$ cat config.mk
export PLATFORM = sky130hd
export DESIGN_NAME = id_ex_pipe_stage
export DESIGN_NICKNAME = d
export VERILOG_FILES = /design/src/rtl/pipe_pkg.sv /design/src/rtl/pipe_skid_buf.sv /design/src/rtl/id_ex_pipe_stage.sv
export SDC_FILE = /design/constraint.sdc
export NUM_CORES = 1
export LEC_CHECK = 0
export ABC_AREA = 1
export CORE_MARGIN = 2
export CORE_UTILIZATION = 52
export CTS_CLUSTER_DIAMETER = 40
export DETAILED_ROUTE_END_ITERATION = 8
export HOLD_SLACK_MARGIN = 0.12
export PLACE_DENSITY = 0.85
export RECOVER_POWER = 50
export SYNTH_ARGS = -nofsm -noshare
export SYNTH_HDL_FRONTEND = slang
export SYNTH_SLANG_ARGS = --single-unit
$ cat constraint.sdc
create_clock -name i_clk -period 1.85 [get_ports i_clk]
set_input_delay 0.37 -clock i_clk [delete_from_list [all_inputs] [get_ports i_clk]]
set_output_delay 0.37 -clock i_clk [all_outputs]
set_load 0.01 [all_outputs]
$ cat src/rtl/pipe_pkg.sv
// Shared types and constants for the decode/execute pipeline register.
// Holds the control-vector layout, the ID/EX payload layout and ALUOp encodings.
package pipe_pkg;

  localparam int XLEN_DEF   = 32;
  localparam int REG_AW_DEF = 5;
  localparam int CTRL_W_DEF = 9;

  localparam logic [1:0] ALUOP_ADD    = 2'b00;
  localparam logic [1:0] ALUOP_BRANCH = 2'b01;
  localparam logic [1:0] ALUOP_RTYPE  = 2'b10;
  localparam logic [1:0] ALUOP_ITYPE  = 2'b11;

  typedef struct packed {
    logic [1:0] alu_op;
    logic       alu_src;
    logic       branch;
    logic       mem_read;
    logic       mem_write;
    logic       reg_write;
    logic       mem_to_reg;
    logic       spare;
  } ctrl_t;

  localparam ctrl_t CTRL_NOP = '0;

  // Control sits in the least significant bits so a single mask can clear it.
  typedef struct packed {
    logic [XLEN_DEF-1:0]   alu_ctl;
    logic [XLEN_DEF-1:0]   imm;
    logic [REG_AW_DEF-1:0] rd;
    logic [REG_AW_DEF-1:0] rs2;
    logic [REG_AW_DEF-1:0] rs1;
    logic [XLEN_DEF-1:0]   rs2_data;
    logic [XLEN_DEF-1:0]   rs1_data;
    logic [XLEN_DEF-1:0]   pc;
    ctrl_t                 ctrl;
  } id_ex_payload_t;

  function automatic logic [31:0] sat_inc32(input logic [31:0] v);
    return (&v) ? v : v + 32'd1;
  endfunction

endpackage

$ cat src/rtl/pipe_skid_buf.sv
// Generic 2-entry valid/ready skid buffer; 1-cycle latency, up_rdy is registered
// (drops only when the skid entry fills). Control occupies the low CW bits of the payload.
module pipe_skid_buf #(
  parameter int PW = 8,
  parameter int CW = 1
) (
  input  logic          i_clk,
  input  logic          i_reset_n,
  input  logic          i_flush,
  input  logic          i_clr_ctrl,
  input  logic          up_vld,
  output logic          up_rdy,
  input  logic [PW-1:0] up_dat,
  output logic          dn_vld,
  input  logic          dn_rdy,
  output logic [PW-1:0] dn_dat
);

  localparam logic [PW-1:0] CTRL_MASK = {{(PW-CW){1'b0}}, {CW{1'b1}}};

  logic          main_vld, skid_vld;
  logic [PW-1:0] main_dat, skid_dat;
  logic          main_vld_nxt, skid_vld_nxt;
  logic [PW-1:0] main_dat_nxt, skid_dat_nxt;
  logic [PW-1:0] in_dat;
  logic          accept, take;

  assign accept = up_vld & up_rdy;
  assign take   = main_vld & dn_rdy;
  assign in_dat = i_clr_ctrl ? (up_dat & ~CTRL_MASK) : up_dat;

  always_comb begin
    main_vld_nxt = main_vld;
    skid_vld_nxt = skid_vld;
    main_dat_nxt = main_dat;
    skid_dat_nxt = skid_dat;
    if (i_flush) begin
      main_vld_nxt = 1'b0;
      skid_vld_nxt = 1'b0;
      main_dat_nxt = main_dat & ~CTRL_MASK;
      skid_dat_nxt = skid_dat & ~CTRL_MASK;
    end else if (take && skid_vld) begin
      main_vld_nxt = 1'b1;
      main_dat_nxt = skid_dat;
      if (accept) begin
        skid_dat_nxt = in_dat;
      end else begin
        skid_vld_nxt = 1'b0;
        skid_dat_nxt = skid_dat & ~CTRL_MASK;
      end
    end else if (take || !main_vld) begin
      if (accept) begin
        main_vld_nxt = 1'b1;
        main_dat_nxt = in_dat;
      end else begin
        // Draining leaves a bubble whose control must read as a no-op.
        main_vld_nxt = 1'b0;
        main_dat_nxt = main_dat & ~CTRL_MASK;
      end
    end else if (accept) begin
      skid_vld_nxt = 1'b1;
      skid_dat_nxt = in_dat;
    end
  end

  always_ff @(posedge i_clk or negedge i_reset_n) begin
    if (!i_reset_n) begin
      main_vld <= 1'b0;
      skid_vld <= 1'b0;
      main_dat <= '0;
      skid_dat <= '0;
      up_rdy   <= 1'b1;
    end else begin
      main_vld <= main_vld_nxt;
      skid_vld <= skid_vld_nxt;
      main_dat <= main_dat_nxt;
      skid_dat <= skid_dat_nxt;
      up_rdy   <= !skid_vld_nxt;
    end
  end

  assign dn_vld = main_vld;
  assign dn_dat = main_dat;

endmodule

$ cat src/rtl/id_ex_pipe_stage.sv
// ID/EX pipeline register: 1-cycle latency, registered o_ready via a 2-entry skid buffer,
// flush and squash support. Define PIPE_STAGE_PERF_CNT_EN for stall/bubble counters.
module id_ex_pipe_stage
  import pipe_pkg::*;
#(
  parameter int XLEN   = 32,
  parameter int REG_AW = 5,
  parameter int CTRL_W = 9
) (
  input  logic              i_clk,
  input  logic              i_reset_n,
  input  logic              i_valid,
  output logic              o_ready,
  input  logic [CTRL_W-1:0] i_ctrl,
  input  logic [XLEN-1:0]   i_pc,
  input  logic [XLEN-1:0]   i_rs1_data,
  input  logic [XLEN-1:0]   i_rs2_data,
  input  logic [REG_AW-1:0] i_rs1,
  input  logic [REG_AW-1:0] i_rs2,
  input  logic [REG_AW-1:0] i_rd,
  input  logic [XLEN-1:0]   i_imm,
  input  logic [XLEN-1:0]   i_alu_ctl,
  input  logic              i_flush,
  input  logic              i_squash,
  output logic              o_valid,
  input  logic              i_ready,
  output logic [CTRL_W-1:0] o_ctrl,
  output logic [XLEN-1:0]   o_pc,
  output logic [XLEN-1:0]   o_rs1_data,
  output logic [XLEN-1:0]   o_rs2_data,
  output logic [REG_AW-1:0] o_rs1,
  output logic [REG_AW-1:0] o_rs2,
  output logic [REG_AW-1:0] o_rd,
  output logic [XLEN-1:0]   o_imm,
  output logic [XLEN-1:0]   o_alu_ctl
`ifdef PIPE_STAGE_PERF_CNT_EN
  ,
  output logic [31:0]       o_stall_cnt,
  output logic [31:0]       o_bubble_cnt
`endif
);

  localparam int PW = 5 * XLEN + 3 * REG_AW + CTRL_W;

  logic [PW-1:0] up_dat, dn_dat;

  assign up_dat = {i_alu_ctl, i_imm, i_rd, i_rs2, i_rs1,
                   i_rs2_data, i_rs1_data, i_pc, i_ctrl};

  // Squash is applied inside the buffer so it hits whichever entry the instruction lands in.
  pipe_skid_buf #(
    .PW (PW),
    .CW (CTRL_W)
  ) u_skid (
    .i_clk      (i_clk),
    .i_reset_n  (i_reset_n),
    .i_flush    (i_flush),
    .i_clr_ctrl (i_squash),
    .up_vld     (i_valid),
    .up_rdy     (o_ready),
    .up_dat     (up_dat),
    .dn_vld     (o_valid),
    .dn_rdy     (i_ready),
    .dn_dat     (dn_dat)
  );

  assign {o_alu_ctl, o_imm, o_rd, o_rs2, o_rs1,
          o_rs2_data, o_rs1_data, o_pc, o_ctrl} = dn_dat;

`ifdef PIPE_STAGE_PERF_CNT_EN
  logic accept, any_vld;

  assign accept  = i_valid & o_ready;
  // The skid entry is occupied exactly when o_ready is low.
  assign any_vld = o_valid | !o_ready;

  always_ff @(posedge i_clk or negedge i_reset_n) begin
    if (!i_reset_n) begin
      o_stall_cnt  <= '0;
      o_bubble_cnt <= '0;
    end else begin
      if (o_valid && !i_ready)
        o_stall_cnt <= sat_inc32(o_stall_cnt);
      if ((accept && i_squash) || (i_flush && any_vld))
        o_bubble_cnt <= sat_inc32(o_bubble_cnt);
    end
  end
`endif

endmodule

==> summary.txt, run 1 <==
Yosys
  • Post-Syn Nets: 2812
  • Largest area contributor in the netlist: dfrtp_1
  • Top-area cell type share of the netlist area: 0.503
  • Post-Syn Area per Cell: 7.02 µm²
  • Yosys reg bits: 371
  • Mapped Cells: 2622
  • Cell variety after synth: 17
  • Sequential share of the synthesized area: 0.504
  • Netlist Area Pre-Place: 0.0184 mm²
  • Synthesis Warnings: 0
  • Synth top area cells: dfrtp_1 (50%), nand2_1 (30%), nand4_1 (6.3%)

Detailed routing
  • Top layer reached by signal wires: met5
  • Metal2 WL: 26.1 mm
  • Vias: 18.5k
  • 1st-pass router iterations: 8
  • 1st-iter DRT viols: 1829
  • Routed wl met3: 6.03 mm
  • Total routed wirelength: 56.5 mm
  • DR vias/cell: 5.37
  • Wire length on met1: 22.2 mm
  • # DRC: 0
  • Average routed wire per standard cell: 16.4 µm
  • Routed Antenna Nets: 0

Clock network
  • TritonCTS clock tree: built
  • Clock slew at reported path FFs: 0.06 ns
  • Root Buffer: clkbuf_16
  • Max Buffers Root-to-Sink: 3
  • CTS Sinks: 371
  • Later-pin clock latency in the skew report: 0.54 ns
  • Num CTS Buffers: 46
  • Htree depth: 2

Floorplanning
  • Die Height: 192 µm
  • Starting density of the core: 0.530
  • Die ar.: 0.0369 mm²
  • Die W: 192 µm
  • IO Pins: 376
  • Row count: 68
  • CORE AREA: 0.0347 mm²

Global route
  • Pin count of the biggest net entering global routing: 186
  • Grt ovf: 0
  • Vias in the first global route: 18.3k
  • Antenna violations before repair: 7
  • Total GRT Usage: 0.303
  • First-pass GRT wire length: 90.7 mm

Worst setup path
  • Crit path launch type: register
  • WP buf/inv: 1
  • Max stage delay cell, worst path: clkdlybuf4s50_1
  • Critical path required time: 1.48 ns
  • Worst Path Class, Setup: register to primary output
  • CP delay by family, top: buffers and inverters
  • Crit-path max cell delay: 0.54 ns
  • Cell Chain, Critical Path: clkdlybuf4s50_1
  • CP max FO: 2
  • Critical Path End Type: primary output
  • Crit path DAT: 1.45 ns

Timing
  • Clock Skew: 0.0169 ns
  • Achievable frequency: 549 MHz
  • Pins Over Slew Limit: 0
  • RSZ-0062 raised after global routing: false
  • Post-route setup slack: 0.0283 ns
  • Fin crit share: 0.985
  • Final setup vio count: 0
  • Slew HR: 0.358
  • Fin. Hold Viols: 0
  • Worst-Margin Slew: 0.963 ns
  • Final min period: 1.82 ns

Place
  • IO Port Bufs: 375
  • Placed cell area: 0.0230 mm²
  • Placer Congestion: 0.871
  • Placed Cells: 3345
  • Worst slack, placed: -0.0124 ns
  • Hpwl dp: 35.6 mm

Run
  • Max_cap viols: 0

Finish
  • Final core utilization: 0.704
  • Layout net count: 3130
  • Final Non-Filler Cells: 3437
  • Final Cell Area: 0.0244 mm²
  • Share of layout cells above drive strength 1: 0.0564
  • Synth-to-layout area growth: 32.7%

Run status
  • Status: complete, no violations

Min path
  • Hold crit path type: input pin to register

Pwr
  • Total Power: 0.0257 W
  • Worst vdd rail ir drop: 0.683 mV
  • Power per cell area: 1050 mW/mm²
  • Lkg Pwr: 13.8 nW
flip-flops by register name, indices dropped and copies added (netlist names):
register         flops
u_skid.up_rdy        1
u_skid.dn_vld        1
u_skid.dn_dat      184
u_skid.skid_dat    184
u_skid.skid_vld      1
where the power goes:
part / switching, W / total [W] / leakage [nW] / internal (W)
clock network: 0.00361 / 0.00938 / 0.786 / 0.00577
registers: 0.00114 / 0.0111 / 4.81 / 0.00992
logic: 0.00293 / 0.00521 / 8.19 / 0.00228
total: 0.00768 / 0.0257 / 13.8 / 0.0180
layout by cell type, fill, tap and decap left out, drive strengths merged:
cell type      Yosys  final
nand2           1483   1483
dfrtp            370    370
clkdlybuf4s50      0    268
inv              192    196
nor2             195    195
nand4            184    184
clkbuf            58     72
dlygate4sd2        0     68
buf              124     68
clkdlybuf4s25      0     35
clkinv             0     12
nand3             11     11
diode              0      5
bufinv             0      5
clkinvlp           0      4
o21ai              2      2
a21oi              2      2
dlygate4sd3        0      1
dfstp              1      1
worst paths after layout:
kind | startpoint | end | slack (ns) | cells after the start
min reg2reg | u_skid.skid_dat[110] | u_skid.skid_dat[110] | 0.47 | 2
max reg2reg | u_skid.dn_vld | u_skid.skid_dat[80] | 0.08 | 6
min in group asynchronous | i_reset_n | u_skid.dn_dat[88] | 0.46 | 2
max | u_skid.dn_dat[87] | o_rs2_data[14] | 0.03 | 1
min | i_ready | u_skid.dn_vld | 0.20 | 4
max in group asynchronous | i_reset_n | u_skid.skid_dat[175] | 0.20 | 4
logic make-up after synthesis:
family / count (synthesis) / share of synthesized area
AO/OA/AOI/OAI: 4 / 0.00150
flip-flops: 371 / 0.504
buffers and inverters: 374 / 0.0853
AND/OR/NAND/NOR: 1873 / 0.409
metrics by stage:
stage                     hold slack [ns]  setup TNS, ns
after floorplan                    0.0744              0
after global placement              0.240              0
after detailed placement            0.240        -0.0216
after CTS                           0.233              0
after global routing                0.241              0
final                               0.204              0
layer usage:
| metal | GRT usage | vias up |
|---|---|---|
| met3 | 0.0692 | 163 |
| met1 | 0.389 | 8596 |
| met2 | 0.489 | 1053 |
| li1 | - | 8632 |
| met4 | 0.140 | 6 |
| met5 | 0 | - |
repair_timing:
| item | 4_1_cts | 5_1_grt |
|---|---|---|
| endpoints found under the hold margin | 296 | 0 |
| gates cloned | 0 | 0 |
| resized for setup | 68 | 37 |
| hold buffers | 1 | 0 |
| endpoints found under the setup margin | 68 | 37 |
| setup buffers | 1 | 0 |
synthesized netlist by cell type:
master    number
buf_1         19
clkbuf_1      58
nand2_1     1482
nor2_1       194
dfstp_2        1
buf_4         14
buf_2         91
nor2_2         1
a21oi_2        2
inv_1        189
nand3_1       10
dfrtp_1      370
inv_2          3
o21ai_0        2
nand3_4        1
nand2_2        1
nand4_1      184
layout make-up:
class / instances / area, µm²
clock inverter: 25 / 300
inverter: 192 / 721
clock buffer: 60 / 1320
timing repair buffer: 452 / 4640
antenna: 5 / 12.5
multi-input combinational: 1877 / 7580
tap: 455 / 569
sequential: 371 / 9290
fill: 2635 / 10300
(Power assumes the default switching activity.)
==> inputs of run 2 (changes only) <==
Settings changed: CORE_UTILIZATION 52 to 54, CTS_BUF_LIST from default to sky130_fd_sc_hd__clkbuf_4, PLACE_DENSITY 0.85 to 0.87.
==> run 2 against run 1 <==
Against the previous run:
- core utilization grew 1.7 points
- hold slack better by 0.057 ns
- combinational power decreased by 0.8%
- maximum frequency increased by 0.27%
- worst setup slack improved by 0.0048 ns
- the run now ends with capacitance limit left
- largest cell class unchanged
- non-clock buffer count is 38 higher
- sequential power barely moved
- first-iteration DRC count grew 8.5%
- clock-buffer cell count is 70 higher
- register-to-register slack lost 0.05 ns
- sequential share of layout area rose by 0.39 points
- global-route usage grew 1.7 points
==> summary.txt, run 2 (synthesis gave the netlist of run 1 again) <==
Run status
  • Status: finished with violations
  • Failing checks: capacitance limit

Finish
  • Most frequent cells in the layout: nand2_1 (1480), dfrtp_1 (368), nor2_1 (194)
  • Layout net count: 3216
  • Share of layout cells above drive strength 1: 0.0854
  • Synth-to-layout area growth: 31.4%
  • Final Cell Area: 0.0242 mm²
  • Most common cell after layout, fill and taps aside: nand2_1
  • Final core utilization: 0.721
  • FILL cells: 2555

Floorplanning
  • Die W: 189 µm
  • IO Pins: 376
  • Starting density of the core: 0.549
  • Row count: 67
  • CORE AREA: 0.0335 mm²
  • Die Height: 189 µm
  • Die ar.: 0.0356 mm²

Detailed routing
  • Total routed wirelength: 58.0 mm
  • DR vias/cell: 5.43
  • Average routed wire per standard cell: 16.4 µm
  • # DRC: 0
  • 1st-pass router iterations: 8
  • Vias: 19.2k
  • Routed Antenna Nets: 0
  • 1st-iter DRT viols: 1984

Worst setup path
  • Max stage delay cell, worst path: dfrtp_4
  • Crit path launch type: register
  • Crit-path max cell delay: 0.50 ns
  • Worst Path Class, Setup: register to register
  • Most common cell on crit path: nand2_1
  • Crit path DAT: 2.48 ns
  • Reg2reg start: u_skid.dn_vld
  • R2R Setup Slk: 0.03 ns
  • Critical Path End Type: register
  • WP buf/inv: 2
  • Cell Chain, Critical Path: buf_4 > nand2_4 > nand2_1 > a21oi_4 > buf_4 > nand2_1 > nand2_1
  • Critical path required time: 2.51 ns
  • CP max FO: 27
  • CP delay by family, top: buffers and inverters
  • FF-to-FF End: u_skid.dn_dat[157]
  • FF-to-FF path depth: 7

Place
  • Placed cell area: 0.0230 mm²
  • IO Port Bufs: 375
  • Placer Congestion: 0.883
  • Hpwl dp: 36.9 mm

Timing
  • Fin crit share: 0.982
  • Fin. Hold Viols: 0
  • Clock Skew: 0.0276 ns
  • Final min period: 1.82 ns
  • Slew HR: 0.00535
  • Pins Over Slew Limit: 0
  • Final setup vio count: 0
  • Worst-Margin Slew: 1.49 ns
  • RSZ-0062 raised after global routing: true
  • Achievable frequency: 550 MHz

Global route
  • Antenna violations before repair: 2
  • First-pass GRT wire length: 93.1 mm
  • Grt ovf: 0
  • Vias in the first global route: 18.8k
  • Total GRT Usage: 0.320
  • Pin count of the biggest net entering global routing: 186

Run
  • Max_cap viols: 1

Min path
  • Hold Path Depth: 5
  • HP Start: i_rd[4]
  • Hold Path End: u_skid.skid_dat[119]
  • Hold crit path type: input pin to register

Clock network
  • Later-pin clock latency in the skew report: 0.74 ns
  • Max Buffers Root-to-Sink: 3
  • TritonCTS clock tree: built
  • Clock slew at reported path FFs: 0.07 ns
  • Htree depth: 3
  • Num CTS Buffers: 94
  • Root Buffer: clkbuf_4
  • CTS Sinks: 371

Pwr
  • Power per cell area: 944 mW/mm²
  • Total Power: 0.0228 W
  • Lkg Pwr: 14.2 nW
  • Worst vdd rail ir drop: 0.514 mV
==> run 2: cell types whose count changed in the layout (fill, tap and decap cells not counted), moves of 35 or more <==
| cell | previous run | this run |
|---|---|---|
| buf_4 | 28 | 64 |
| clkbuf_16 | 49 | 2 |
| clkbuf_4 | 2 | 132 |
| clkdlybuf4s15_1 | 0 | 63 |
| clkdlybuf4s25_1 | 35 | 0 |
| clkdlybuf4s50_1 | 268 | 187 |
| dlygate4sd2_1 | 68 | 118 |
==> run 2: routing by layer <==
layer,GRT usage,part of all wire,up-vias
met1,0.421,0.39,8895
li1,-,-,8821
met4,0.127,0.035,0
met5,0,0,-
met2,0.518,0.47,1351
met3,0.0728,0.11,173
==> run 2: final cells by class <==
type | instances | area, µm² | share of cell area
Antenna cell | 3 | 7.51 | 0.000311
Clock inverter | 30 | 116 | 0.00481
Tap cell | 448 | 561 | 0.0232
Sequential cell | 371 | 9290 | 0.384
Clock buffer | 130 | 976 | 0.0404
Inverter | 192 | 721 | 0.0298
Multi-Input combinational cell | 1877 | 7600 | 0.314
Timing Repair Buffer | 490 | 4900 | 0.203
==> run 2: worst max path at each step <==
stage	end	depth (start not counted)	startpoint	slack [ns]
after floorplan	u_skid.skid_dat[107]	7	u_skid.up_rdy	0.39
after global placement	u_skid.dn_dat[178]	7	i_valid	-0.003
after detailed placement	u_skid.skid_dat[4]	8	i_valid	-0.05
after CTS	o_ready	1	u_skid.up_rdy	-0.01
after global routing	u_skid.dn_dat[137]	8	u_skid.dn_vld	-0.02
final	u_skid.dn_dat[157]	7	u_skid.dn_vld	0.03
==> run 2: through the flow <==
stage / cells / hold WS [ns] / TNS, ns / setup WS, ns
after CTS: 3521 / 0.216 / -0.0145 / -0.0145
after global routing: 3540 / 0.259 / -0.0863 / -0.0240
after detailed placement: 3351 / 0.305 / -0.659 / -0.0519
after global placement: 3351 / 0.303 / -0.00294 / -0.00294
final: 3541 / 0.260 / 0 / 0.0332
after floorplan: 2622 / 0.0744 / 0 / 0.389
==> run 2: worst reg2reg max path, stage by stage, from the launching register on <==
cell and delay, ns:
dfrtp_4 0.50, buf_4 0.18, nand2_4 0.11, nand2_1 0.12, a21oi_4 0.25, buf_4 0.36
nand2_1 0.13, nand2_1 0.08
==> run 2: repair_timing <==
| item | in CTS | in global routing |
|---|---|---|
| gates cloned | 0 | 2 |
| endpoints found under the setup margin | 186 | 143 |
| pin swaps | 0 | 2 |
| endpoints found under the hold margin | 372 | 0 |
| gates resized for setup | 225 | 43 |
| hold buffers | 4 | 0 |
| buffers inserted | 6 | 15 |
==> run 2: power breakdown <==
part / switching, W / internal, W
Combinational: 0.00298 / 0.00219
Sequential: 0.00114 / 0.00991
Clock: 0.00337 / 0.00323
==> inputs of run 3 (changes only) <==
Settings changed: CAP_MARGIN from default to 10, CORE_UTILIZATION 54 to 52, CTS_BUF_LIST sky130_fd_sc_hd__clkbuf_4 to default, PLACE_DENSITY 0.87 to 0.81.
==> run 3 against run 2 <==
Against the previous run:
- largest power group unchanged
- the flow now finishes without violations
- first-iteration DRC count down 9.1%
- highest routed layer is now met5
- flip-flop and latch count unchanged
- clock-buffer cell count down 74
- largest cell class unchanged
==> summary.txt, run 3 (synthesis gave the netlist of run 1 again) <==
Run status
  • Status: complete, no violations

Floorplanning
  • CORE AREA: 0.0347 mm²
  • Die W: 192 µm
  • Die ar.: 0.0369 mm²
  • Row count: 68
  • IO Pins: 376
  • Die Height: 192 µm
  • Starting density of the core: 0.530

Detailed routing
  • DR vias/cell: 5.36
  • Vias: 18.5k
  • Total routed wirelength: 55.7 mm
  • 1st-pass router iterations: 5
  • Routed Antenna Nets: 0
  • 1st-iter DRT viols: 1803
  • # DRC: 0
  • Average routed wire per standard cell: 16.2 µm

Worst setup path
  • Crit path DAT: 1.46 ns
  • Crit path launch type: register
  • CP delay by family, top: buffers and inverters
  • Critical Path End Type: primary output
  • Worst Path Class, Setup: register to primary output
  • Cell Chain, Critical Path: clkdlybuf4s50_1
  • Crit-path max cell delay: 0.55 ns
  • WP buf/inv: 1
  • Critical path required time: 1.48 ns
  • CP max FO: 2
  • Max stage delay cell, worst path: clkdlybuf4s50_1

Global route
  • Grt ovf: 0
  • Pin count of the biggest net entering global routing: 100
  • First-pass GRT wire length: 89.6 mm
  • Vias in the first global route: 17.9k
  • Antenna violations before repair: 3
  • Total GRT Usage: 0.300

Place
  • Hpwl dp: 36.4 mm
  • Worst slack, placed: -0.0268 ns
  • Placer Congestion: 0.867
  • IO Port Bufs: 375
  • Placed Cells: 3351

Pwr
  • Lkg Pwr: 13.9 nW
  • Total Power: 0.0265 W
  • Worst vdd rail ir drop: 0.622 mV
  • Power per cell area: 1070 mW/mm²

Clock network
  • Clock slew at reported path FFs: 0.06 ns
  • TritonCTS clock tree: built
  • Later-pin clock latency in the skew report: 0.56 ns
  • Num CTS Buffers: 48
  • Htree depth: 2
  • Root Buffer: clkbuf_16
  • CTS Sinks: 371
  • Max Buffers Root-to-Sink: 3

Finish
  • Synth-to-layout area growth: 34.0%
  • FILL cells: 2684
  • Most frequent cells in the layout: nand2_1 (1480), dfrtp_1 (368), clkdlybuf4s50_1 (248)
  • Share of layout cells above drive strength 1: 0.0583
  • Final Non-Filler Cells: 3445
  • Footprint of the multi-input gates: 0.00759 mm²
  • Register area: 0.00929 mm²
  • Most common cell after layout, fill and taps aside: nand2_1
  • Layout net count: 3137
  • Final core utilization: 0.710

Timing
  • Clock Skew: 0.0154 ns
  • Final min period: 1.83 ns
  • RSZ-0062 raised after global routing: false
  • Slew HR: 0.358
  • Pins Over Slew Limit: 0
  • Achievable frequency: 548 MHz
  • Fin. Hold Viols: 0
  • Worst-Margin Slew: 0.963 ns
  • Post-route setup slack: 0.0236 ns
  • Final setup vio count: 0
  • Fin crit share: 0.987

Min path
  • Hold crit path type: input pin to register

Run
  • Max_cap viols: 0
run 3: cell count changes in the layout (fill, tap and decap cells not counted), sizes merged:
cell	delta
dlygate4sd2	-44
clkinv	-15
buf	-34
inv	+1
dlygate4sd3	-2
clkdlybuf4s25	+48
clkdlybuf4s15	-63
dlymetal6s4s	-1
clkinvlp	+7
bufinv	+11
clkdlybuf4s50	+61
clkbuf	-72
run 3: what timing repair did:
| action | in CTS | in global routing |
|---|---|---|
| hold buffers | 1 | 0 |
| resized for setup | 74 | 51 |
| setup buffers | 0 | 0 |
| endpoints found under the setup margin | 74 | 51 |
| hold endpoints to repair | 90 | 0 |
| cloned | 0 | 0 |
run 3: layout make-up:
class | instances | area share
sequential | 371 | 0.377
antenna | 3 | 0.000304
clock buffer | 56 | 0.0516
tap | 455 | 0.0231
clock inverter | 34 | 0.0207
inverter | 192 | 0.0292
timing repair buffer | 457 | 0.190
multi-input combinational | 1877 | 0.308
run 3: power by group:
part	internal, W	total, W	switching (W)
registers	0.00992	0.0110	0.00111
logic	0.00228	0.00518	0.00290
clock network	0.00654	0.0103	0.00375
total	0.0187	0.0265	0.00776
run 3: final timing paths:
path / slack [ns] / from / endpoint / cells after the start
worst max-delay path: 0.02 / u_skid.dn_dat[180] / o_alu_ctl[28] / 1
worst min-delay path: 0.23 / i_ready / u_skid.dn_vld / 4
worst max register to register: 0.10 / u_skid.dn_vld / u_skid.skid_dat[96] / 6
worst min register to register: 0.47 / u_skid.skid_dat[72] / u_skid.skid_dat[72] / 2
max in group asynchronous: 0.30 / i_reset_n / u_skid.dn_dat[96] / 3
min in group asynchronous: 0.32 / i_reset_n / u_skid.skid_dat[55] / 2
run 3: metal layers:
layer | GRT usage | vias up | part of all wire
met3 | 0.0539 | 123 | 0.096
li1 | - | 8641 | -
met2 | 0.493 | 1011 | 0.47
met1 | 0.399 | 8697 | 0.40
met5 | 0 | - | 0.00022
met4 | 0.109 | 2 | 0.030
run 3: through the flow:
step	hold slack, ns	TNS [ns]	instance area [µm²]
finish	0.234	0	24700
global placement	0.313	-0.105	23000
detailed placement	0.316	-0.122	23000
floorplan	0.0744	0	18400
global route	0.262	0	24700
CTS	0.224	0	24700
